<file path="src/rtl/ball_motion.sv">
// Per-frame ball position engine: advances and bounces a square ball at the start of vertical blanking.
// Also produces a registered inside-ball flag for the pixel currently being scanned.
module ball_motion #(
    parameter int FIELD_W   = 1280,
    parameter int FIELD_H   = 1024,
    parameter int BALL_SIZE = 16,
    parameter int SPEED_X   = 4,
    parameter int SPEED_Y   = 3,
    parameter int INIT_X    = 632,
    parameter int INIT_Y    = 504
) (
    input  logic        clock,
    input  logic        reset,
    input  logic [11:0] display_col,
    input  logic [10:0] display_row,
    input  logic        enable,
    output logic [11:0] ball_x,
    output logic [10:0] ball_y,
    output logic        dir_x,
    output logic        dir_y,
    output logic        bounce,
    output logic        corner,
    output logic        in_ball,
    output logic [15:0] frame_count
);

    typedef enum logic [1:0] {
        IDLE,
        UPD_X,
        UPD_Y,
        COMMIT
    } state_t;

    localparam logic [12:0] X_MAX13   = 13'(FIELD_W - BALL_SIZE);
    localparam logic [11:0] X_MAX12   = 12'(FIELD_W - BALL_SIZE);
    localparam logic [11:0] Y_MAX12   = 12'(FIELD_H - BALL_SIZE);
    localparam logic [10:0] Y_MAX11   = 11'(FIELD_H - BALL_SIZE);
    localparam logic [12:0] SX13      = 13'(SPEED_X);
    localparam logic [11:0] SX12      = 12'(SPEED_X);
    localparam logic [11:0] SY12      = 12'(SPEED_Y);
    localparam logic [10:0] SY11      = 11'(SPEED_Y);
    localparam logic [12:0] SIZE13    = 13'(BALL_SIZE);
    localparam logic [11:0] SIZE12    = 12'(BALL_SIZE);
    localparam logic [11:0] COL_LIMIT = 12'(FIELD_W);
    localparam logic [10:0] ROW_LIMIT = 11'(FIELD_H);

    state_t      state_q, state_d;
    logic [11:0] nx, nx_d;
    logic [10:0] ny, ny_d;
    logic        ndx, ndx_d;
    logic        ndy, ndy_d;
    logic        hit_x, hit_x_d;
    logic        hit_y, hit_y_d;
    logic        commit;
    logic        count_frame;
    logic        start;
    logic [12:0] sum_x;
    logic [11:0] sum_y;
    logic [12:0] col_end;
    logic [11:0] row_end;
    logic        in_ball_d;

    assign start = (display_col == 12'd0) && (display_row == ROW_LIMIT);

    // Extended sums so the right/bottom edge compare cannot wrap.
    assign sum_x = {1'b0, nx} + SX13;
    assign sum_y = {1'b0, ny} + SY12;

    always_comb begin
        state_d     = state_q;
        nx_d        = nx;
        ny_d        = ny;
        ndx_d       = ndx;
        ndy_d       = ndy;
        hit_x_d     = hit_x;
        hit_y_d     = hit_y;
        commit      = 1'b0;
        count_frame = 1'b0;
        case (state_q)
            IDLE: begin
                if (start) begin
                    count_frame = 1'b1;
                    if (enable) begin
                        state_d = UPD_X;
                        nx_d    = ball_x;
                        ny_d    = ball_y;
                        ndx_d   = dir_x;
                        ndy_d   = dir_y;
                    end
                end
            end
            UPD_X: begin
                state_d = UPD_Y;
                if (ndx && (sum_x >= X_MAX13)) begin
                    nx_d    = X_MAX12;
                    ndx_d   = 1'b0;
                    hit_x_d = 1'b1;
                end else if (!ndx && (nx < SX12)) begin
                    nx_d    = 12'd0;
                    ndx_d   = 1'b1;
                    hit_x_d = 1'b1;
                end else if (ndx) begin
                    nx_d = nx + SX12;
                end else begin
                    nx_d = nx - SX12;
                end
            end
            UPD_Y: begin
                state_d = COMMIT;
                if (ndy && (sum_y >= Y_MAX12)) begin
                    ny_d    = Y_MAX11;
                    ndy_d   = 1'b0;
                    hit_y_d = 1'b1;
                end else if (!ndy && (ny < SY11)) begin
                    ny_d    = 11'd0;
                    ndy_d   = 1'b1;
                    hit_y_d = 1'b1;
                end else if (ndy) begin
                    ny_d = ny + SY11;
                end else begin
                    ny_d = ny - SY11;
                end
            end
            COMMIT: begin
                state_d = IDLE;
                commit  = 1'b1;
                hit_x_d = 1'b0;
                hit_y_d = 1'b0;
            end
            default: state_d = IDLE;
        endcase
    end

    assign col_end = {1'b0, ball_x} + SIZE13;
    assign row_end = {1'b0, ball_y} + SIZE12;

    always_comb begin
        in_ball_d = (display_col >= ball_x) && ({1'b0, display_col} < col_end) &&
                    (display_row >= ball_y) && ({1'b0, display_row} < row_end) &&
                    (display_col < COL_LIMIT) && (display_row < ROW_LIMIT);
    end

    always_ff @(posedge clock or posedge reset) begin
        if (reset) begin
            state_q     <= IDLE;
            nx          <= 12'(INIT_X);
            ny          <= 11'(INIT_Y);
            ndx         <= 1'b1;
            ndy         <= 1'b1;
            hit_x       <= 1'b0;
            hit_y       <= 1'b0;
            ball_x      <= 12'(INIT_X);
            ball_y      <= 11'(INIT_Y);
            dir_x       <= 1'b1;
            dir_y       <= 1'b1;
            bounce      <= 1'b0;
            corner      <= 1'b0;
            in_ball     <= 1'b0;
            frame_count <= 16'd0;
        end else begin
            state_q <= state_d;
            nx      <= nx_d;
            ny      <= ny_d;
            ndx     <= ndx_d;
            ndy     <= ndy_d;
            hit_x   <= hit_x_d;
            hit_y   <= hit_y_d;
            // Position and direction change together so a frame never sees a half update.
            if (commit) begin
                ball_x <= nx;
                ball_y <= ny;
                dir_x  <= ndx;
                dir_y  <= ndy;
            end
            bounce  <= commit & (hit_x | hit_y);
            corner  <= commit & hit_x & hit_y;
            in_ball <= in_ball_d;
            if (count_frame) begin
                frame_count <= frame_count + 16'd1;
            end
        end
    end

endmodule

</file>
<file path="config.mk">
export PLATFORM = sky130hd
export DESIGN_NAME = ball_motion
export DESIGN_NICKNAME = d
export VERILOG_FILES = /design/src/rtl/ball_motion.sv
export SDC_FILE = /design/constraint.sdc
export NUM_CORES = 1
export LEC_CHECK = 0
export BUFFER_PORTS_ARGS = -buffer_cell sky130_fd_sc_hd__buf_2
export CORE_ASPECT_RATIO = 1.1
export CORE_UTILIZATION = 53
export CTS_CLUSTER_SIZE = 14
export DETAILED_ROUTE_END_ITERATION = 10
export PLACE_DENSITY = 0.77
export SYNTH_ARGS = -nofsm -noshare
export SYNTH_HDL_FRONTEND = slang
export SYNTH_SLANG_ARGS = --single-unit
</file>
<file path="constraint.sdc">
create_clock -name clock -period 2.4 [get_ports clock]
set_input_delay 0.48 -clock clock [delete_from_list [all_inputs] [get_ports clock]]
set_output_delay 0.48 -clock clock [all_outputs]
set_load 0.03 [all_outputs]
</file>
==> impl_metrics.tcl, run 1 <==
set metrics [dict create \
    grt_pass1_vias 5259 \
    grt_usage_pct 29.1 \
    cts.sinks 73 \
    syn_area_per_cell_um2 8.69 \
    use_met1_pct 34.9 \
    tightest_slew_ns 0.700 \
    portBuffers 69 \
    worst_path_largest_cell_delay_ns 0.56 \
    finalWirelength_um 15300 \
    setup_slack_ns 0.0518 \
    fmax_ghz 0.426 \
    synth_edf_count 0 \
    grt_max_degree 39 \
    final-setup-viol-count 0 \
    synth-seq-cells 73 \
    path_class "reg -> reg" \
    grt.overflow.total 0 \
    synthSimpleGateAreaFrac_pct 19.4 \
    cts_root_buf "clkbuf_8" \
    vias 5385 \
    rsz0062_at_grt "true" \
    synth_adder_area_share_pct 11.4 \
    cts_hold_buf 0 \
    required_ns 2.63 \
    rows 38 \
    firstDrtPassIters 5 \
    clock_latency_ns 0.35 \
    die-area_um2 10800 \
    cp_max_fo 4 \
    hold_viol_final 0 \
    synth_top_family_by_area "compound AO/OA/AOI/OAI gates" \
    drv_slew 0 \
    place.gp.congestion 0.922 \
    antennaDiodeCount 0 \
    path_cells "buf_4 -> inv_1 -> nor3_2 -> nand3_1 -> xnor2_1 -> ha_1 -> o2111ai_1 -> a32o_1 -> a31oi_1 -> nor4_1" \
    drv_cap 0 \
    arrival_ns 2.58 \
    seq_area_frac_synth_pct 33.8 \
    syn_inst 632 \
    drive_gt1_share_pct 26.8 \
    synth_mux_area_share_pct 1.84 \
    design_area_um2 6480 \
    dpl_worst_slack_ns -0.0586 \
    peakVddDrop_mv 0.707 \
    grt.busiest_layer "met2" \
    drt-wirelength-per-cell_um 18.2 \
    yosys_warnings 0 \
    antenna_found_initial 0 \
    ys_types 70 \
    cts_tree "yes" \
    die_h_um 109 \
    register_area_um2 1860 \
    grt_use_met3_pct 5.06 \
    dpl_cell_area_um2 6150 \
    hold_class "in -> async" \
    multi_input_comb_area_um2 3410 \
    clk_pin_slew_worst_paths_ns 0.08 \
    ctsLongestPathBuffers 2 \
    drt_iter0_markers 249 \
    fillers 859 \
    cellPowerDensity_nw_per_um2 1180 \
    fin_crit_sh_pct 97.8 \
    run_status "finished clean" \
    dp_hpwl_um 11300 \
    drc 0 \
    slowest_stage "dfstp_2" \
    met2_usage_pct 51.4 \
    syn_to_final_growth_pct 18.0 \
    cts_buffers 9 \
    syn_area_um2 5490 \
    finalNetCount 796 \
    grt_pass1_wl_um 24900 \
    ys_async_sr_fraction_pct 100 \
    io_pins 70 \
    synth-compound-area-share_pct 21.6 \
    htree_num_levels 3 \
    synth_xor_area_share_pct 5.42 \
    synth_nets 708 \
    period_minus_slack_ns 2.35 \
    synth_ff_type "dfrtp_1" \
    vias_per_cell 6.37 \
    core_um2 9980 \
    start_kind "flop" \
    start_util_pct 55.0 \
    maxSlewHeadroom_pct 52.9 \
    final_antenna_net_count 0 \
    clock_skew_ns 0.0104 \
    leakagePower_nw 2.85 \
    endpoint_kind "flop" \
    die_w_um 99.1 \
    holdWs_ns 0.168 \
]
Yosys cell counts (5+ instances only):
master / count / share of area, %
nand2_1: 52 / 3.6
a32oi_1: 7 / 1.1
a21o_1: 9 / 1.2
nor2_1: 33 / 2.3
nor3_1: 20 / 1.8
ha_1: 50 / 11
o2111ai_1: 5 / 0.80
dfrtp_1: 47 / 21
nand3_1: 26 / 2.4
buf_2: 11 / 1.0
and3_1: 7 / 0.80
nor2b_1: 5 / 0.57
nand4_1: 14 / 1.6
dfstp_2: 26 / 12
o21ai_0: 42 / 3.8
nor4_1: 10 / 1.1
o21a_1: 8 / 1.1
a21oi_1: 34 / 3.1
a211oi_1: 5 / 0.68
o211ai_1: 10 / 1.4
mux2_2: 9 / 1.8
inv_1: 48 / 3.3
o22ai_1: 6 / 0.68
a22o_1: 5 / 0.80
a31oi_1: 12 / 1.4
xnor2_1: 23 / 3.7
xor2_1: 11 / 1.8
clkbuf_1: 23 / 1.6
where the power goes:
group	internal [mW]	total, mW	leakage (nW)	switching, mW
combinational	1.73	4.39	1.87	2.67
clock	0.507	0.967	0.0974	0.460
sequential	1.76	2.29	0.878	0.532
sequential cells by signal (all words and copies together), names as in the netlist, 2 cells and up:
signal,cells
ball_x,12
ball_y,11
frame_count,16
nx,12
ny,11
state_q,2
path summary, 6_finish.rpt:
kind	from	end	slack (ns)	cells after the start
min in group clock	frame_count[15]$_DFFE_PP0P_	frame_count[15]$_DFFE_PP0P_	0.47	1
worst min register to register	frame_count[15]$_DFFE_PP0P_	frame_count[15]$_DFFE_PP0P_	0.47	1
worst min-delay path	reset	nx[2]$_DFFE_PP0P_	0.17	2
max in group asynchronous	reset	ny[8]$_DFFE_PP1P_	1.57	3
worst max register to register	ball_x[5]$_DFFE_PP1P_	in_ball$_DFF_PP0_	0.05	10
worst max-delay path	ball_x[5]$_DFFE_PP1P_	in_ball$_DFF_PP0_	0.05	10
final cells by class:
cell class | count | area share (%)
sequential | 73 | 28.7
timing repair buffer | 113 | 10.6
clock buffer | 13 | 2.30
clock inverter | 3 | 0.618
tap | 120 | 2.32
inverter | 49 | 2.84
multi-input combinational | 474 | 52.6
metal layers:
metal	part of all wire, %	wire length, um	up-vias
met5	0	0	-
met1	41	6250	2641
met2	50	7720	199
met4	3.7	567	0
met3	5.3	813	44
li1	-	-	2501
critical path: cells and delay by family, from the launching register on:
| kind | cells | cell delay (ns) |
|---|---|---|
| AO/OA/AOI/OAI | 3 | 0.54 |
| XOR/XNOR | 1 | 0.14 |
| adder cells (fa/ha/maj) | 1 | 0.31 |
| buffers and inverters | 2 | 0.21 |
| flip-flops | 1 | 0.56 |
| AND/OR/NAND/NOR | 3 | 0.46 |
kinds of logic (layout without fill, tap and decap cells):
group           Yosys count  after routing
simple gates            203            203
compound gates          177            178
buf+inv                  86            178
flops                    73             73
fa+ha+maj                50             50
xor+xnor                 34             34
mux                       9              9
through the flow:
stage | total power [mW] | TNS (ns) | utilization (%) | instances
after detailed placement | 6.48 | -0.0586 | 61.6 | 825
after global placement | 6.32 | 0 | 61.6 | 825
after CTS | 7.48 | 0 | 63.8 | 842
final | 7.65 | 0 | 64.9 | 845
after floorplan | 5.15 | 0 | - | 632
after global routing | 8.21 | -0.0814 | 64.9 | 845
repair_timing:
item                       CTS  global route
pin swaps                    5             8
cloned                       0             1
setup endpoints to repair    1            16
resized for setup            5            18
hold endpoints to repair     0             0
setup buffers                1             2
cells in the final DEF (no fill, tap or decap), types with 5 or more instances in the layout:
cell,n
nand2_1,52
nor4_1,10
nor3_1,16
clkbuf_8,10
o22ai_1,6
a22o_1,5
ha_1,45
o2111ai_1,5
buf_4,43
and3_1,6
o211ai_1,10
xnor2_1,22
a32oi_1,7
o21a_1,8
xor2_1,11
a31oi_1,11
o21ai_0,42
mux2_2,9
nand4_1,14
buf_2,69
inv_1,45
nand3_1,23
a21o_1,9
dfstp_2,26
a21oi_1,33
dfrtp_1,47
nor2b_1,5
nor2_1,33
(Power assumes the default switching activity.)
==> inputs of run 2 (changes only) <==
--- a/config.mk
+++ b/config.mk
@@ -7,10 +7,9 @@
 export LEC_CHECK = 0
 export BUFFER_PORTS_ARGS = -buffer_cell sky130_fd_sc_hd__buf_2
 export CORE_ASPECT_RATIO = 1.1
-export CORE_UTILIZATION = 53
+export CORE_UTILIZATION = 30
 export CTS_CLUSTER_SIZE = 14
 export DETAILED_ROUTE_END_ITERATION = 10
-export PLACE_DENSITY = 0.77
 export SYNTH_ARGS = -nofsm -noshare
 export SYNTH_HDL_FRONTEND = slang
 export SYNTH_SLANG_ARGS = --single-unit
==> impl_metrics.tcl, run 2 (synthesized netlist as in run 1, its figures left out) <==
set metrics [dict create \
    run_status "finished clean" \
    cts_root_buf "clkbuf_16" \
    core_um2 17800 \
    required_ns 2.65 \
    grt_pass1_vias 5032 \
    syn_to_final_growth_pct 25.0 \
    r2r-end "in_ball$_DFF_PP0_" \
    final_common_cell "buf_2" \
    die_w_um 131 \
    dpl_worst_slack_ns -0.0541 \
    firstDrtPassIters 5 \
    start_kind "flop" \
    tightest_slew_ns 0.911 \
    die-area_um2 18900 \
    leakagePower_nw 3.00 \
    finalNetCount 820 \
    final_antenna_net_count 0 \
    grt_max_degree 29 \
    cts.sinks 73 \
    grt_pass1_wl_um 25900 \
    vias_per_cell 5.30 \
    cellPowerDensity_nw_per_um2 1180 \
    setup_slack_ns 0.00676 \
    regToRegSetupSlack_ns 0.007 \
    arrival_ns 2.64 \
    htree_num_levels 3 \
    die_h_um 144 \
    period_minus_slack_ns 2.39 \
    drive_gt1_share_pct 28.3 \
    cts_tree "yes" \
    maxSlewHeadroom_pct 39.3 \
    antennaDiodeCount 0 \
    path_class "reg -> reg" \
    finalWirelength_um 15900 \
    drt_iter0_markers 385 \
    ctsLongestPathBuffers 2 \
    place.gp.congestion 0.886 \
    setup-tns-final_ns 0 \
    start_util_pct 30.9 \
    fin_crit_sh_pct 99.7 \
    cts_hold_buf 0 \
    vias 5227 \
    grt.overflow.total 0 \
    drv_cap 0 \
    fin_util_pct 38.6 \
    io_pins 70 \
    rows 51 \
    dp_hpwl_um 12300 \
    ff2ff_path_depth 9 \
    largest_reg_flops 16 \
    hold_viol_final 0 \
    regMostFlops "frame_count" \
    hold_class "in -> async" \
    peakVddDrop_mv 0.526 \
    clock_skew_ns 0.0115 \
    antenna_found_initial 0 \
    cts_buffers 9 \
    top_regs "frame_count (16), ball_x (12), nx (12)" \
    drv_slew 0 \
    cp_max_fo 4 \
    grt_usage_pct 17.8 \
    fmax_ghz 0.418 \
    final_cell_mix "69 x buf_2, 66 x buf_4, 52 x nand2_1" \
    endpoint_kind "flop" \
    r2r_start "ball_y[4]$_DFFE_PP1P_" \
    clock_latency_ns 0.34 \
    clk_pin_slew_worst_paths_ns 0.06 \
    final-setup-viol-count 0 \
    rsz0062_at_grt "true" \
    drt-wirelength-per-cell_um 16.1 \
    drc 0 \
    portBuffers 69 \
]
run 2: cell count changes in the layout (fill, tap and decap cells not counted), sizes merged:
cell / before / now
bufinv: 1 / 0
buf: 113 / 138
a2111o: 2 / 1
clkinvlp: 0 / 1
run 2: how the worst max path moves through the flow:
stage | start | to | slack, ns | cells past startpoint
2_1_floorplan | ball_x[5]$_DFFE_PP1P_ | in_ball$_DFF_PP0_ | 0.004 | 10
3_3_place_gp | display_row[4] | frame_count[15]$_DFFE_PP0P_ | -0.03 | 7
3_5_place_dp | ball_x[4]$_DFFE_PP1P_ | in_ball$_DFF_PP0_ | -0.05 | 10
4_1_cts | ball_y[5]$_DFFE_PP1P_ | in_ball$_DFF_PP0_ | 0.005 | 9
5_1_grt | ball_y[4]$_DFFE_PP1P_ | in_ball$_DFF_PP0_ | -0.08 | 9
6_report | ball_y[4]$_DFFE_PP1P_ | in_ball$_DFF_PP0_ | 0.007 | 9
run 2: layout make-up:
class                   instances  area, um2
fillers                      1836      10900
flip-flops and latches         73       1860
inverters                      49        184
well taps                     238        298
clock inverters                 3       25.0
repair buffers                138        901
multi-input cells             473       3340
clock buffers                  13        260
run 2: where the power goes:
group	internal, mW	switching [mW]
logic	1.86	2.73
registers	1.75	0.426
clock network	0.761	0.541
run 2: worst max-delay path, stage by stage, from the launching register on:
cell and delay (ns):
dfstp_2 0.58, ha_4 0.14, and3_4 0.18, nand3_2 0.08, xnor2_1 0.13, ha_2 0.19, or4_4 0.48, a211oi_2 0.18
a21oi_2 0.09, nor4_2 0.26
run 2: through the flow:
stage / power, mW / instances / hold slack, ns / instance area, um2
after CTS: 8.07 / 985 / 0.110 / 6820
after global placement: 6.69 / 968 / 0.465 / 6520
after global routing: 8.73 / 987 / 0.134 / 6870
after floorplan: 5.15 / 632 / 0.453 / 5510
after detailed placement: 6.71 / 968 / 0.466 / 6520
final: 8.08 / 987 / 0.110 / 6870
run 2: what timing repair did:
action	in CTS	in global routing
gates cloned	0	0
endpoints found under the setup margin	1	10
pin swaps	0	10
gates resized for setup	1	10
buffers inserted	1	2
run 2: metal layers:
metal	vias to the layer above	global-route usage (%)	share of wire, %
li1	2538	-	-
met1	2538	23.2	45
met2	126	29.8	50
met3	25	2.76	3.8
met4	0	5.87	1.6
met5	-	0	0
